## src/rtl/regfile_tagged.sv

```systemverilog
// Register file with a per-register rename tag table: issue marks a register busy
// under a producer tag, result broadcasts matching that tag deliver the value.
module regfile_tagged #(
  parameter int WIDTH = 16,
  parameter int NREGS = 8,
  parameter int NWB   = 2,
  parameter int TAGW  = 3,
  localparam int AW   = (NREGS > 1) ? $clog2(NREGS) : 1
) (
  input  logic                   clk,
  input  logic                   reset,
  input  logic                   iss_en,
  input  logic [AW-1:0]          iss_dest,
  input  logic [TAGW-1:0]        iss_tag,
  input  logic [NWB-1:0]         wb_valid,
  input  logic [NWB*TAGW-1:0]    wb_tag,
  input  logic [NWB*WIDTH-1:0]   wb_data,
  input  logic                   flush,
  output logic [NREGS*WIDTH-1:0] reg_data,
  output logic [NREGS-1:0]       reg_busy,
  output logic [NREGS*TAGW-1:0]  reg_tag
);

  logic [NREGS-1:0][WIDTH-1:0] data_q, data_d;
  logic [NREGS-1:0]            busy_q, busy_d;
  logic [NREGS-1:0][TAGW-1:0]  tag_q,  tag_d;

  always_comb begin
    data_d = data_q;
    busy_d = busy_q;
    tag_d  = tag_q;
    for (int r = 0; r < NREGS; r++) begin
      // Matching uses only pre-edge tags; ascending scan lets the highest port win.
      if (busy_q[r]) begin
        for (int k = 0; k < NWB; k++) begin
          if (wb_valid[k] && (wb_tag[k*TAGW +: TAGW] == tag_q[r])) begin
            data_d[r] = wb_data[k*WIDTH +: WIDTH];
            busy_d[r] = 1'b0;
          end
        end
      end
      // Status fields: flush clears every rename, otherwise a new issue overrides a wakeup.
      if (flush) begin
        busy_d[r] = 1'b0;
      end else if (iss_en && (iss_dest == AW'(r))) begin
        busy_d[r] = 1'b1;
        tag_d[r]  = iss_tag;
      end
    end
  end

  always_ff @(posedge clk) begin
    if (reset) begin
      data_q <= '0;
      busy_q <= '0;
      tag_q  <= '0;
    end else begin
      data_q <= data_d;
      busy_q <= busy_d;
      tag_q  <= tag_d;
    end
  end

  assign reg_data = data_q;
  assign reg_busy = busy_q;
  assign reg_tag  = tag_q;

endmodule

```

## config.mk

```make
export PLATFORM = sky130hd
export DESIGN_NAME = regfile_tagged
export DESIGN_NICKNAME = d
export VERILOG_FILES = /design/src/rtl/regfile_tagged.sv
export SDC_FILE = /design/constraint.sdc
export NUM_CORES = 1
export LEC_CHECK = 0
export CAP_MARGIN = 20
export CORE_MARGIN = 2
export CORE_UTILIZATION = 52
export CTS_BUF_LIST = sky130_fd_sc_hd__clkbuf_4
export CTS_CLUSTER_DIAMETER = 40
export DETAILED_ROUTE_END_ITERATION = 7
export PLACE_DENSITY_LB_ADDON = 0.3
export SKIP_LAST_GASP = 1
export SLEW_MARGIN = 20
export SYNTH_ARGS = -nofsm -noshare
export SYNTH_HDL_FRONTEND = slang
export SYNTH_SLANG_ARGS = --single-unit
```

## constraint.sdc

```tcl
create_clock -name clk -period 1.9 [get_ports clk]
set_clock_uncertainty 0.05 [all_clocks]
set_input_delay 0.285 -clock clk [delete_from_list [all_inputs] [get_ports clk]]
set_output_delay 0.285 -clock clk [all_outputs]
set_load 0.01 [all_outputs]
```

### After elaboration in Yosys (flattened, before gate mapping)

Index checks and enable logic that the tools add are counted.

* bits in registers: 160
* input bits: 50
* logic and storage cells: 139

* eq/ne operators: 23
* multiplexer cells: 48
* bitwise operators: 1
* reduce and logical (&&, ||, !) cells: 50

Operators with widths (number)
* 16-bit 2-to-1 mux: 16
* 3-bit == test: 16
* 1-bit 2-to-1 mux: 32
* 2-bit AND reduction: 16
* 1-bit logical AND: 24
* 2-bit nonzero test: 8
* 3-bit == test, second input constant: 4
* 3-bit by 2-bit == test with 1-bit output, second input constant: 2
* 3-bit by 1-bit == test with 1-bit output, second input constant: 1
* 3-bit zero test: 1
* 2-bit OR reduction: 1
* 1-bit inverter: 1

### Logic depth before layout (Yosys ltp)

Gate-level depths: netlist (run 1).

* word-level depth: 6
* gate-level depth with buffers: 7
* depth with buffers taken out: 4

### Worst setup path before layout (run 1)

Ideal clock, no wire load.

* path type: input to register
* start: input port wb_tag[3]
* end: register data_q, in the netlist reg_data[10]
* library setup time: 124 ps
* arrival: 1357 ps
* slack: 369 ps
* stages: 7
* path buffers: 3
* path through: buf_4 -> xnor2_1 -> nand4_1 -> buf_4 -> a21boi_2 -> buf_4 -> a21oi_1

* longest elaborated chain between the ends: 4

RTL lines
* start, declared: line 16 `input logic [NWB*TAGW-1:0] wb_tag,`
* 3-bit == test *: line 36 `if (wb_valid[k] && (wb_tag[k*TAGW +: TAGW] == tag_q[r])) begin`
* 1-bit logical AND *: line 36
* 2-bit nonzero test (no line)
* 2-bit AND reduction (no line)
* end signal, assigned: line 58 `data_q <= data_d;`
* end, declared: line 24 `logic [NREGS-1:0][WIDTH-1:0] data_q, data_d;`

Mark *: on every way between the ends. The rest lies on a longest branch, timed or not.
A chain may end at the register's enable or synchronous reset.

### Final worst setup path (run 1)

* start: register data_q, in the netlist reg_data[77]
* end: output port reg_data[77]

RTL lines
* end, declared: line 19 `output logic [NREGS*WIDTH-1:0] reg_data,`

No word-level cell between the ends.

==> results of run 1 <==
-- worst reg2reg max path, cell delays in order (launching register included) --
cell,delay (ns)
dfxtp_2,0.38
xnor2_1,0.32
and4_1,0.34
buf_4,0.26
o31ai_1,0.12
a21oi_1,0.13
-- layout by cell type, fill, tap and decap left out, drive strengths merged --
cell / count
dfxtp: 160
nand4: 10
o21a: 6
a32oi: 2
dlygate4sd2: 18
a21oi: 143
bufinv: 4
xnor2: 48
o32a: 6
nand3: 7
mux2i: 137
nand3b: 3
buf: 76
o21ai: 9
clkbuf: 19
and4: 16
dlymetal6s2s: 18
and3b: 1
o31ai: 128
nor2: 277
clkinvlp: 2
nand2: 17
nand2b: 3
inv: 7
diode: 1
a21boi: 2
or2: 1
dlygate4sd3: 1
clkinv: 7
clkdlybuf4s50: 172
nor3b: 1
-- what timing repair did --
action,in CTS,in global routing
resized for setup,61,42
hold buffers,1,0
endpoints found under the setup margin,60,42
setup buffers,0,0
hold endpoints to repair,1,0
cloned,0,0
-- flip-flops by register name, indices dropped and copies added, names as in the netlist --
name and count:
reg_data 128, reg_tag 24, reg_busy 8
-- kinds of logic after synthesis --
kind of cell | synth area share
AND/OR/NAND/NOR | 0.159
AO/OA/AOI/OAI | 0.211
flip-flops | 0.353
multiplexers | 0.151
buffers and inverters | 0.0792
XOR/XNOR | 0.0464
-- stage by stage --
stage                     instances   util
after global placement         1493  0.673
after CTS                      1526  0.694
after detailed placement       1493  0.673
final                          1527  0.699
after floorplan                1112      -
after global routing           1527  0.699
-- where the power goes --
group / internal [uW] / switching, uW
clock network: 1050 / 1250
registers: 3360 / 16.5
logic: 398 / 522
-- metal layers --
| layer | vias to the layer above | track usage |
|---|---|---|
| met5 | - | 0 |
| met4 | 0 | 0.159 |
| met3 | 92 | 0.0507 |
| met2 | 539 | 0.506 |
| met1 | 4314 | 0.410 |
| li1 | 4273 | - |
-- how the worst min path moves through the flow --
stage,depth (start not counted),startpoint,to
6_report,3,iss_tag[1],reg_tag[10]
2_1_floorplan,2,reg_tag[12],reg_tag[12]
3_5_place_dp,2,reg_tag[0],reg_tag[0]
4_1_cts,3,iss_tag[0],reg_tag[9]
5_1_grt,3,iss_dest[0],reg_busy[1]
3_3_place_gp,2,reg_tag[0],reg_tag[0]
-- cell type report --
type,count,area [um2]
antenna,1,2.50
timing repair buffer,285,2940
clock inverter,13,169
tap,225,282
inverter,7,26.3
fill,1414,5180
multi-input combinational,817,5150
clock buffer,19,143
sequential,160,3300
==> metrics.md, run 1 <==
| Metric | Value |
|---|---|
| Status | complete, no violations |
| Layout Nets | 1338 |
| Pins Over Slew Limit | 0 |
| Total wire length | 30100 um |
| Die area | 18500 um2 |
| Most numerous cell in the Yosys netlist | nor2_1 |
| Initial Util | 0.528 |
| Post-synth top cells | nor2_1 (277), dfxtp_1 (160), a21oi_1 (143) |
| Reg2reg end | reg_data[116] |
| CTS sink cnt | 160 |
| DR pass1 iterations | 5 |
| Slowest Stage Delay on Critical Path | 0.56 ns |
| GRT Total Usage | 0.315 |
| Layout cells sized above 1 | 0.138 |
| Initial antenna violation count | 1 |
| Worst Tran Pin Value | 0.563 ns |
| Asr flop ratio synth | 0 |
| Final setup fails | 0 |
| GP Congestion | 0.867 |
| CTS tree | yes |
| Cell breakdown of the critical path | clkdlybuf4s50_1 |
| First-pass GRT wire length | 45700 um |
| Yosys top cell by area | dfxtp_1 |
| Drt via density | 6.04 |
| Vias in the first global route | 8305 |
| DR top layer | met4 |
| CP Class | flip-flop to output pin |
| Arrival time at the worst endpoint | 1.55 ns |
| Crit path from | reg_data[77] |
| Worst setup SP type | flip-flop |
| Drc violations | 0 |
| DR vias | 9218 |
| Critical Path Stages | 1 |
| Gr ovfl total | 0 |
| Number of flops mapped to enable cells by yosys | 0 |
| Crit Path Max Fanout | 3 |
| Final period util | 0.992 |
| Detail Placement HPWL | 21100 um |
| Top FF cell, synth | dfxtp_1 |
| Hold Crit Class | input port to flip-flop |
| Final worst setup slack | 0.0144 ns |
| Largest cells by area after synthesis | dfxtp_1 (35%), mux2i_1 (15%), nor2_1 (11%) |
| Clk_lat worst skew | 0.58 ns |
| Sequential share of the synthesized area | 0.353 |
| WL met2 | 13900 um |
| VDD IR-drop max | 0.394 mV |
| Crit path time final | 1.89 ns |
| Core area | 17200 um2 |
| Crit path buf inv count | 1 |
| Pre-CTS setup slack | -0.200 ns |
| Seq cells post-synth | 160 |
| Max_slew headroom | 0.623 |
| Synth unique cells | 27 |
| Slowest cell on crit path | clkdlybuf4s50_1 |
| Quantity of I/O buffers inserted on ports | 209 |
| Crit-path leading delay family | buffers and inverters |
| Num CTS Buffers | 17 |
| Post-DP Area | 11600 um2 |
| Slack of the worst reg-to-reg path | 0.24 ns |
| Total power | 6600 uW |
| Endpoint type of the worst setup path | output pin |
| Hold_ws | 0.456 ns |
| Layout area overhead | 32.3% |
| Metal-1 WL | 12200 um |
| Worst-case reg-to-reg path depth | 5 |
| Met3 routed WL | 2760 um |
| Reg clk slew, reported paths | 0.13 ns |
| Die Y | 136 um |
| IO Count | 210 |
| Initial DRC Count | 1038 |
| Htree depth | 4 |
| Fmax | 0.530 GHz |
| Final ANT Viol Nets | 0 |
| # rows | 48 |
| YS warnings | 0 |
| Root Driver | clkbuf_4 |
| Share of the synthesized area in the top cell type | 0.353 |
| Mapped Nets | 1162 |
| Final Hold Fails | 0 |
| Largest net degree at the start of global routing | 50 |
| Area of the mapped netlist | 9070 um2 |
| Avg Inst Size Synth | 8.15 um2 |
| RSZ-0062 raised after global routing | yes |
| Worst EP required | 1.56 ns |
| Setup crit end | reg_data[77] |
| P_leak | 0.00621 uW |
| Clock tree buffer depth | 2 |
| Setup TNS | 0 ns |
| WL/cell | 19.7 um |
| Max-Cap Viols | 0 |
| Final instance area | 12000 um2 |
| Worst r2r src | reg_tag[23] |
| Post-Syn Instances | 1112 |
| Chip width | 136 um |
| PD cells | 550 nW/um2 |
Power figures use the tool's default switching activity.
==> inputs of run 2 (changes only) <==
GPL_ROUTABILITY_DRIVEN = 0   (was default)
==> results of run 2 <==
Final layout, timing and power as in run 1 (identical DEF).
